==> config.mk <==
export PLATFORM = sky130hd
export DESIGN_NAME = serdes_link_seq
export DESIGN_NICKNAME = d
export VERILOG_FILES = /design/src/rtl/serdes_link_seq.sv
export SDC_FILE = /design/constraint.sdc
export NUM_CORES = 1
export LEC_CHECK = 0
export CORE_AREA = 4 4 53 55
export DETAILED_ROUTE_END_ITERATION = 8
export DIE_AREA = 0 0 57 59
export PLACE_DENSITY = 0.75
export SLEW_MARGIN = 20
export SYNTH_ARGS = -nofsm -noshare
export SYNTH_HDL_FRONTEND = slang
export SYNTH_SLANG_ARGS = --single-unit
==> constraint.sdc <==
create_clock -name clk_i -period 2.1 [get_ports clk_i]
set_input_delay 0.21 -clock clk_i [delete_from_list [all_inputs] [get_ports clk_i]]
set_output_delay 0.21 -clock clk_i [all_outputs]
set_load 0.1 [all_outputs]
==> src/rtl/serdes_link_seq.sv <==
// Power-up / recovery sequencer for an NL-lane SERDES PHY: PLL, TX reset, receiver detect, RX reset, CDR lock.
// Optional feature: define SERDES_RXDET_RETRY_EN to retry an empty receiver detect up to two times before FAULT.
module serdes_link_seq #(
  parameter int NL      = 1,
  parameter int PLL_TO  = 1023,
  parameter int RST_CYC = 16,
  parameter int DET_CYC = 64,
  parameter int CDR_TO  = 1023
) (
  input  logic          clk_i,
  input  logic          rst_i,
  input  logic          start_i,
  input  logic          pll_lock_i,
  input  logic [NL-1:0] rxpresent_i,
  input  logic [NL-1:0] cdr_lock_i,
  output logic          pll_pd_o,
  output logic          tx_rst_o,
  output logic [NL-1:0] rx_rst_o,
  output logic          rxdet_en_o,
  output logic [NL-1:0] lane_active_o,
  output logic          ready_o,
  output logic          fault_o,
  output logic [2:0]    state_o
);

  typedef enum logic [2:0] {
    ST_IDLE     = 3'd0,
    ST_PLL_WAIT = 3'd1,
    ST_TX_RST   = 3'd2,
    ST_RX_DET   = 3'd3,
    ST_RX_RST   = 3'd4,
    ST_CDR_WAIT = 3'd5,
    ST_READY    = 3'd6,
    ST_FAULT    = 3'd7
  } state_e;

  localparam int MAX_A   = (PLL_TO > RST_CYC) ? PLL_TO : RST_CYC;
  localparam int MAX_B   = (DET_CYC > CDR_TO) ? DET_CYC : CDR_TO;
  localparam int MAX_ALL = (MAX_A > MAX_B) ? MAX_A : MAX_B;
  localparam int CW      = $clog2(MAX_ALL) + 1;

  localparam logic [CW-1:0] CNT_SAT  = {CW{1'b1}};
  localparam logic [CW-1:0] PLL_LAST = CW'(PLL_TO - 1);
  localparam logic [CW-1:0] RST_LAST = CW'(RST_CYC - 1);
  localparam logic [CW-1:0] DET_LAST = CW'(DET_CYC - 1);
  localparam logic [CW-1:0] CDR_LAST = CW'(CDR_TO - 1);

  state_e          state_q, state_d;
  logic [CW-1:0]   cnt_q, cnt_d;
  logic [NL-1:0]   mask_q, mask_d;
  logic            pll_pd_d, tx_rst_d, rxdet_en_d, ready_d, fault_d;
  logic [NL-1:0]   rx_rst_d, lane_active_d;
`ifdef SERDES_RXDET_RETRY_EN
  logic [1:0]      retry_q, retry_d;
`endif

  // Next-state, detect-mask and retry logic; dropping start overrides everything.
  always_comb begin
    state_d = state_q;
    mask_d  = mask_q;
`ifdef SERDES_RXDET_RETRY_EN
    retry_d = retry_q;
`endif
    if (!start_i) begin
      state_d = ST_IDLE;
      mask_d  = {NL{1'b0}};
    end else begin
      case (state_q)
        ST_IDLE: begin
          state_d = ST_PLL_WAIT;
`ifdef SERDES_RXDET_RETRY_EN
          retry_d = 2'd0;
`endif
        end
        ST_PLL_WAIT: begin
          if (pll_lock_i) begin
            state_d = ST_TX_RST;
          end else if (cnt_q == PLL_LAST) begin
            state_d = ST_FAULT;
          end else begin
            state_d = state_q;
          end
        end
        ST_TX_RST: begin
          if (cnt_q == RST_LAST) begin
            state_d = ST_RX_DET;
          end else begin
            state_d = state_q;
          end
        end
        ST_RX_DET: begin
          if (cnt_q == DET_LAST) begin
            mask_d = rxpresent_i;
            if (rxpresent_i != {NL{1'b0}}) begin
              state_d = ST_RX_RST;
            end else begin
`ifdef SERDES_RXDET_RETRY_EN
              if (retry_q < 2'd2) begin
                state_d = ST_TX_RST;
                retry_d = retry_q + 2'd1;
              end else begin
                state_d = ST_FAULT;
              end
`else
              state_d = ST_FAULT;
`endif
            end
          end else begin
            state_d = state_q;
          end
        end
        ST_RX_RST: begin
          if (cnt_q == RST_LAST) begin
            state_d = ST_CDR_WAIT;
          end else begin
            state_d = state_q;
          end
        end
        ST_CDR_WAIT: begin
          if ((cdr_lock_i & mask_q) == mask_q) begin
            state_d = ST_READY;
          end else if (cnt_q == CDR_LAST) begin
            state_d = ST_FAULT;
          end else begin
            state_d = state_q;
          end
        end
        ST_READY: begin
          // PLL loss outranks a simultaneous CDR loss.
          if (!pll_lock_i) begin
            state_d = ST_PLL_WAIT;
            mask_d  = {NL{1'b0}};
          end else if ((cdr_lock_i & mask_q) != mask_q) begin
            state_d = ST_RX_RST;
          end else begin
            state_d = state_q;
          end
        end
        ST_FAULT: state_d = ST_FAULT;
        default: begin
          state_d = ST_IDLE;
          mask_d  = {NL{1'b0}};
        end
      endcase
    end
  end

  // Saturating dwell counter, cleared on every state change.
  always_comb begin
    cnt_d = cnt_q;
    if (state_d != state_q) begin
      cnt_d = {CW{1'b0}};
    end else if (cnt_q != CNT_SAT) begin
      cnt_d = cnt_q + {{(CW-1){1'b0}}, 1'b1};
    end else begin
      cnt_d = cnt_q;
    end
  end

  // Output decode from the upcoming state so the registered outputs track state_q exactly.
  always_comb begin
    pll_pd_d      = 1'b1;
    tx_rst_d      = 1'b1;
    rx_rst_d      = {NL{1'b1}};
    rxdet_en_d    = 1'b0;
    lane_active_d = {NL{1'b0}};
    ready_d       = 1'b0;
    fault_d       = 1'b0;
    case (state_d)
      ST_IDLE:     pll_pd_d = 1'b1;
      ST_PLL_WAIT: pll_pd_d = 1'b0;
      ST_TX_RST:   pll_pd_d = 1'b0;
      ST_RX_DET: begin
        pll_pd_d   = 1'b0;
        tx_rst_d   = 1'b0;
        rxdet_en_d = 1'b1;
      end
      ST_RX_RST: begin
        pll_pd_d = 1'b0;
        tx_rst_d = 1'b0;
      end
      ST_CDR_WAIT: begin
        pll_pd_d = 1'b0;
        tx_rst_d = 1'b0;
        rx_rst_d = ~mask_d;
      end
      ST_READY: begin
        pll_pd_d      = 1'b0;
        tx_rst_d      = 1'b0;
        rx_rst_d      = ~mask_d;
        lane_active_d = mask_d;
        ready_d       = 1'b1;
      end
      ST_FAULT:    fault_d = 1'b1;
      default:     fault_d = 1'b0;
    endcase
  end

  // State, counter, mask and output registers.
  always_ff @(posedge clk_i) begin
    if (rst_i) begin
      state_q       <= ST_IDLE;
      cnt_q         <= {CW{1'b0}};
      mask_q        <= {NL{1'b0}};
      pll_pd_o      <= 1'b1;
      tx_rst_o      <= 1'b1;
      rx_rst_o      <= {NL{1'b1}};
      rxdet_en_o    <= 1'b0;
      lane_active_o <= {NL{1'b0}};
      ready_o       <= 1'b0;
      fault_o       <= 1'b0;
    end else begin
      state_q       <= state_d;
      cnt_q         <= cnt_d;
      mask_q        <= mask_d;
      pll_pd_o      <= pll_pd_d;
      tx_rst_o      <= tx_rst_d;
      rx_rst_o      <= rx_rst_d;
      rxdet_en_o    <= rxdet_en_d;
      lane_active_o <= lane_active_d;
      ready_o       <= ready_d;
      fault_o       <= fault_d;
    end
  end

`ifdef SERDES_RXDET_RETRY_EN
  // Empty-detect retry counter.
  always_ff @(posedge clk_i) begin
    if (rst_i) begin
      retry_q <= 2'd0;
    end else begin
      retry_q <= retry_d;
    end
  end
`endif

  assign state_o = state_q;

endmodule

==> metrics.yaml <==
path_max_fanout: 7
setup_viol: 0
power.switching_w: 0.000177
ys_warn_count: 0
placementRows: 18
cp-start-kind: "flip-flop"
r2r_cells: 7
hp-class: "reg2reg"
maxSlewViolCount: 0
total_power_w: 0.000736
p_seq_share_pct: 58.3
max_freq_ghz: 0.496
final_common_cell: "dfxtp_1"
die_x_um: 57
area_delta_synth_final_pct: 18.8
tns_ns: 0
worstMarginPinSlew_ns: 0.398
ant_nets: 0
max-vdd-ir-drop_mv: 0.563
hold_viol_final: 0
cap_violations: 0
synth_cells: 136
htree_levels: 1
crit_required_ns: 2.30
die-area_um2: 3360
syn_avg_cell_area_um2: 8.75
hold_end: "cnt_q[1]$_SDFFE_PP0P_"
numCtsBuffers: 3
clock_path_buffers: 2
synth_ff_type: "dfxtp_1"
worstSetupStartpoint: "cnt_q[1]$_SDFFE_PP0P_"
power_frac_clock_pct: 30.7
cp_num_buf_inv: 0
synth.distinct_cells: 46
root_buffer: "clkbuf_4"
critPathKind: "reg2reg"
r2r_slack_ns: 0.09
seq_area_frac_synth_pct: 37.0
ys_ff_latch: 22
p_int_w: 0.000559
powerDensity_nw_per_um2: 521
path_clk_slew_ns: 0.12
combPwrFrac_pct: 11.0
grt-ovfl-total: 0
crit_path_end_kind: "flip-flop"
final_cell_mix: "dfxtp_1 (19), nor2_1 (17), buf_4 (14)"
drtIter0Drc: 16
antenna_found_initial: 0
gp_congestion: 0.835
worstHoldStart: "cnt_q[1]$_SDFFE_PP0P_"
slew_headroom_pct: 73.3
nFillCells: 237
finalCritPeriodShare_pct: 95.9
start_util_pct: 49.8
layout-drive-gt1-share_pct: 21.8
num-nets-final: 165
fin_util_pct: 59.2
clk_latency_ns: 0.30
grt_setup_unrepaired: "false"
num_vias: 1054
min_path_cells: 2
leakagePower_nw: 0.555
fin_worst_skew_ns: 0.00407
r2r-end: "rx_rst_o$_SDFF_PP1_"
cp_cell_sequence: "ha_2 > nand4b_1 > nor3_1 > nand4_1 > and2_4 > a21o_1 > a2111o_1"
grt_pass1_wl_mm: 4.40
cts_tree: "built"
route.final.wire_length_mm: 2.56
crit_path_top_delay_cell: "dfxtp_1"
ys_async_sr_fraction_pct: 0
netSwitchingFraction_pct: 24.1
synthesis.area_um2: 1190
reg2reg_from: "cnt_q[1]$_SDFFE_PP0P_"
remaining_drc_errors: 0
crit_family: "simple AND/OR/NAND/NOR gates"
io_buffer_count: 15
grt_use_total_pct: 16.5
grt_pass1_vias: 1074
post_cts_buffers: 0
outcome: "finished clean"
die_h_um: 59
n_antenna_cell: 0
worst-endpoint-arrival_ns: 2.21
synth_edf_count: 0
firstDrtPassIters: 4
wl_per_cell_um: 13.8
hpwl_mm: 1.97
holdWs_ns: 0.547
slowest_delay_ns: 0.40
design.core.area_um2: 2390
grt_max_degree: 17
min_period_ns: 2.01
viasPerCell: 5.67
syn-num-nets: 144
cts_sinks: 22
ios: 16
==> power groups by stage <==
stage	logic (W)	clock network [W]	registers [W]
finish	0.0000810	0.000226	0.000430
global route	0.0000873	0.000255	0.000431
CTS	0.0000805	0.000238	0.000430
detailed placement	0.0000793	0	0.000439
global placement	0.0000775	0	0.000438
floorplan	0.0000361	0	0.000453
==> routing by layer <==
metal | GRT usage, % | wire (um) | up-vias
li1 | - | - | 538
met1 | 17.5 | 1100 | 497
met2 | 31.2 | 1350 | 17
met3 | 4.36 | 98 | 2
met4 | 5.96 | 14 | 0
met5 | 0 | 0 | -
==> cells in the mapped netlist (2+ instances only) <==
cell type  count  share of area [%]
dfxtp_1       22                 37
nor2_1        17                5.4
a21oi_1        8                3.4
inv_1          8                2.5
nand2_1        7                2.2
xor2_1         7                5.2
a211oi_1       6                3.8
nand4_1        5                2.6
nand3_1        4                1.7
nor3_1         4                1.7
a31oi_1        3                1.6
and4_1         3                2.2
nand2b_1       3                1.6
buf_2          2               0.84
ha_1           2                2.1
nand4_2        2                2.1
nor2b_1        2                1.1
o21ai_0        2               0.84
xnor2_1        2                1.5
==> how the worst max path moves through the flow <==
stage | end | slack [ns] | cells past startpoint
floorplan | rx_rst_o$_SDFF_PP1_ | 0.002 | 6
global placement | rx_rst_o$_SDFF_PP1_ | 0.03 | 7
detailed placement | rx_rst_o$_SDFF_PP1_ | -0.02 | 7
CTS | rx_rst_o$_SDFF_PP1_ | 0.03 | 7
global route | rx_rst_o$_SDFF_PP1_ | 0.0004 | 7
finish | rx_rst_o$_SDFF_PP1_ | 0.09 | 7
==> flip-flops by register name, summed over array words and instances, names as in the netlist <==
| name | cells |
|---|---|
| mask_q | 1 |
| rx_rst_o | 1 |
| lane_active_o | 1 |
| pll_pd_o | 1 |
| fault_o | 1 |
| state_o | 3 |
| ready_o | 1 |
| cnt_q | 11 |
| rxdet_en_o | 1 |
| tx_rst_o | 1 |
==> metrics by stage <==
step	worst slack, ns	area (um^2)	std cells
2_1_floorplan	0.00155	1190	136
3_3_place_gp	0.0298	1370	182
3_5_place_dp	-0.0215	1370	182
4_1_cts	0.0325	1410	186
5_1_grt	0.000435	1410	186
6_report	0.0851	1410	186
==> kinds of logic (layout without fill, tap and decap cells) <==
group                      after synthesis  after routing  share of synthesized area (%)
adders and majority gates                2              2                           2.10
buffers and inverters                   11             31                           4.00
AOI/OAI and AO/OA                       29             29                           17.7
xor gates and xnor gates                 9              9                           6.62
DFF                                     22             22                           37.0
muxes                                    1              1                          0.841
and+or+nand+nor                         62             62                           31.8
==> worst min-delay path: cells and delay by family, from the launching register on <==
kind            cells  cell delay (ns)
flops               1             0.36
simple gates        1             0.11
compound gates      1             0.05
==> what timing repair did <==
item                       4_1_cts  5_1_grt
setup endpoints to repair        0        3
resized for setup                0        2
hold buffers                     0        0
==> final cells by class <==
| class | instances | area (um^2) | share of cell area (%) |
|---|---|---|---|
| inverter | 8 | 30.0 | 2.12 |
| timing repair buffer | 19 | 155 | 11.0 |
| multi-input combinational | 103 | 711 | 50.3 |
| tap | 30 | 37.5 | 2.65 |
| clock buffer | 4 | 36.3 | 2.57 |
| sequential | 22 | 444 | 31.4 |
Power figures use the tool's default switching activity.
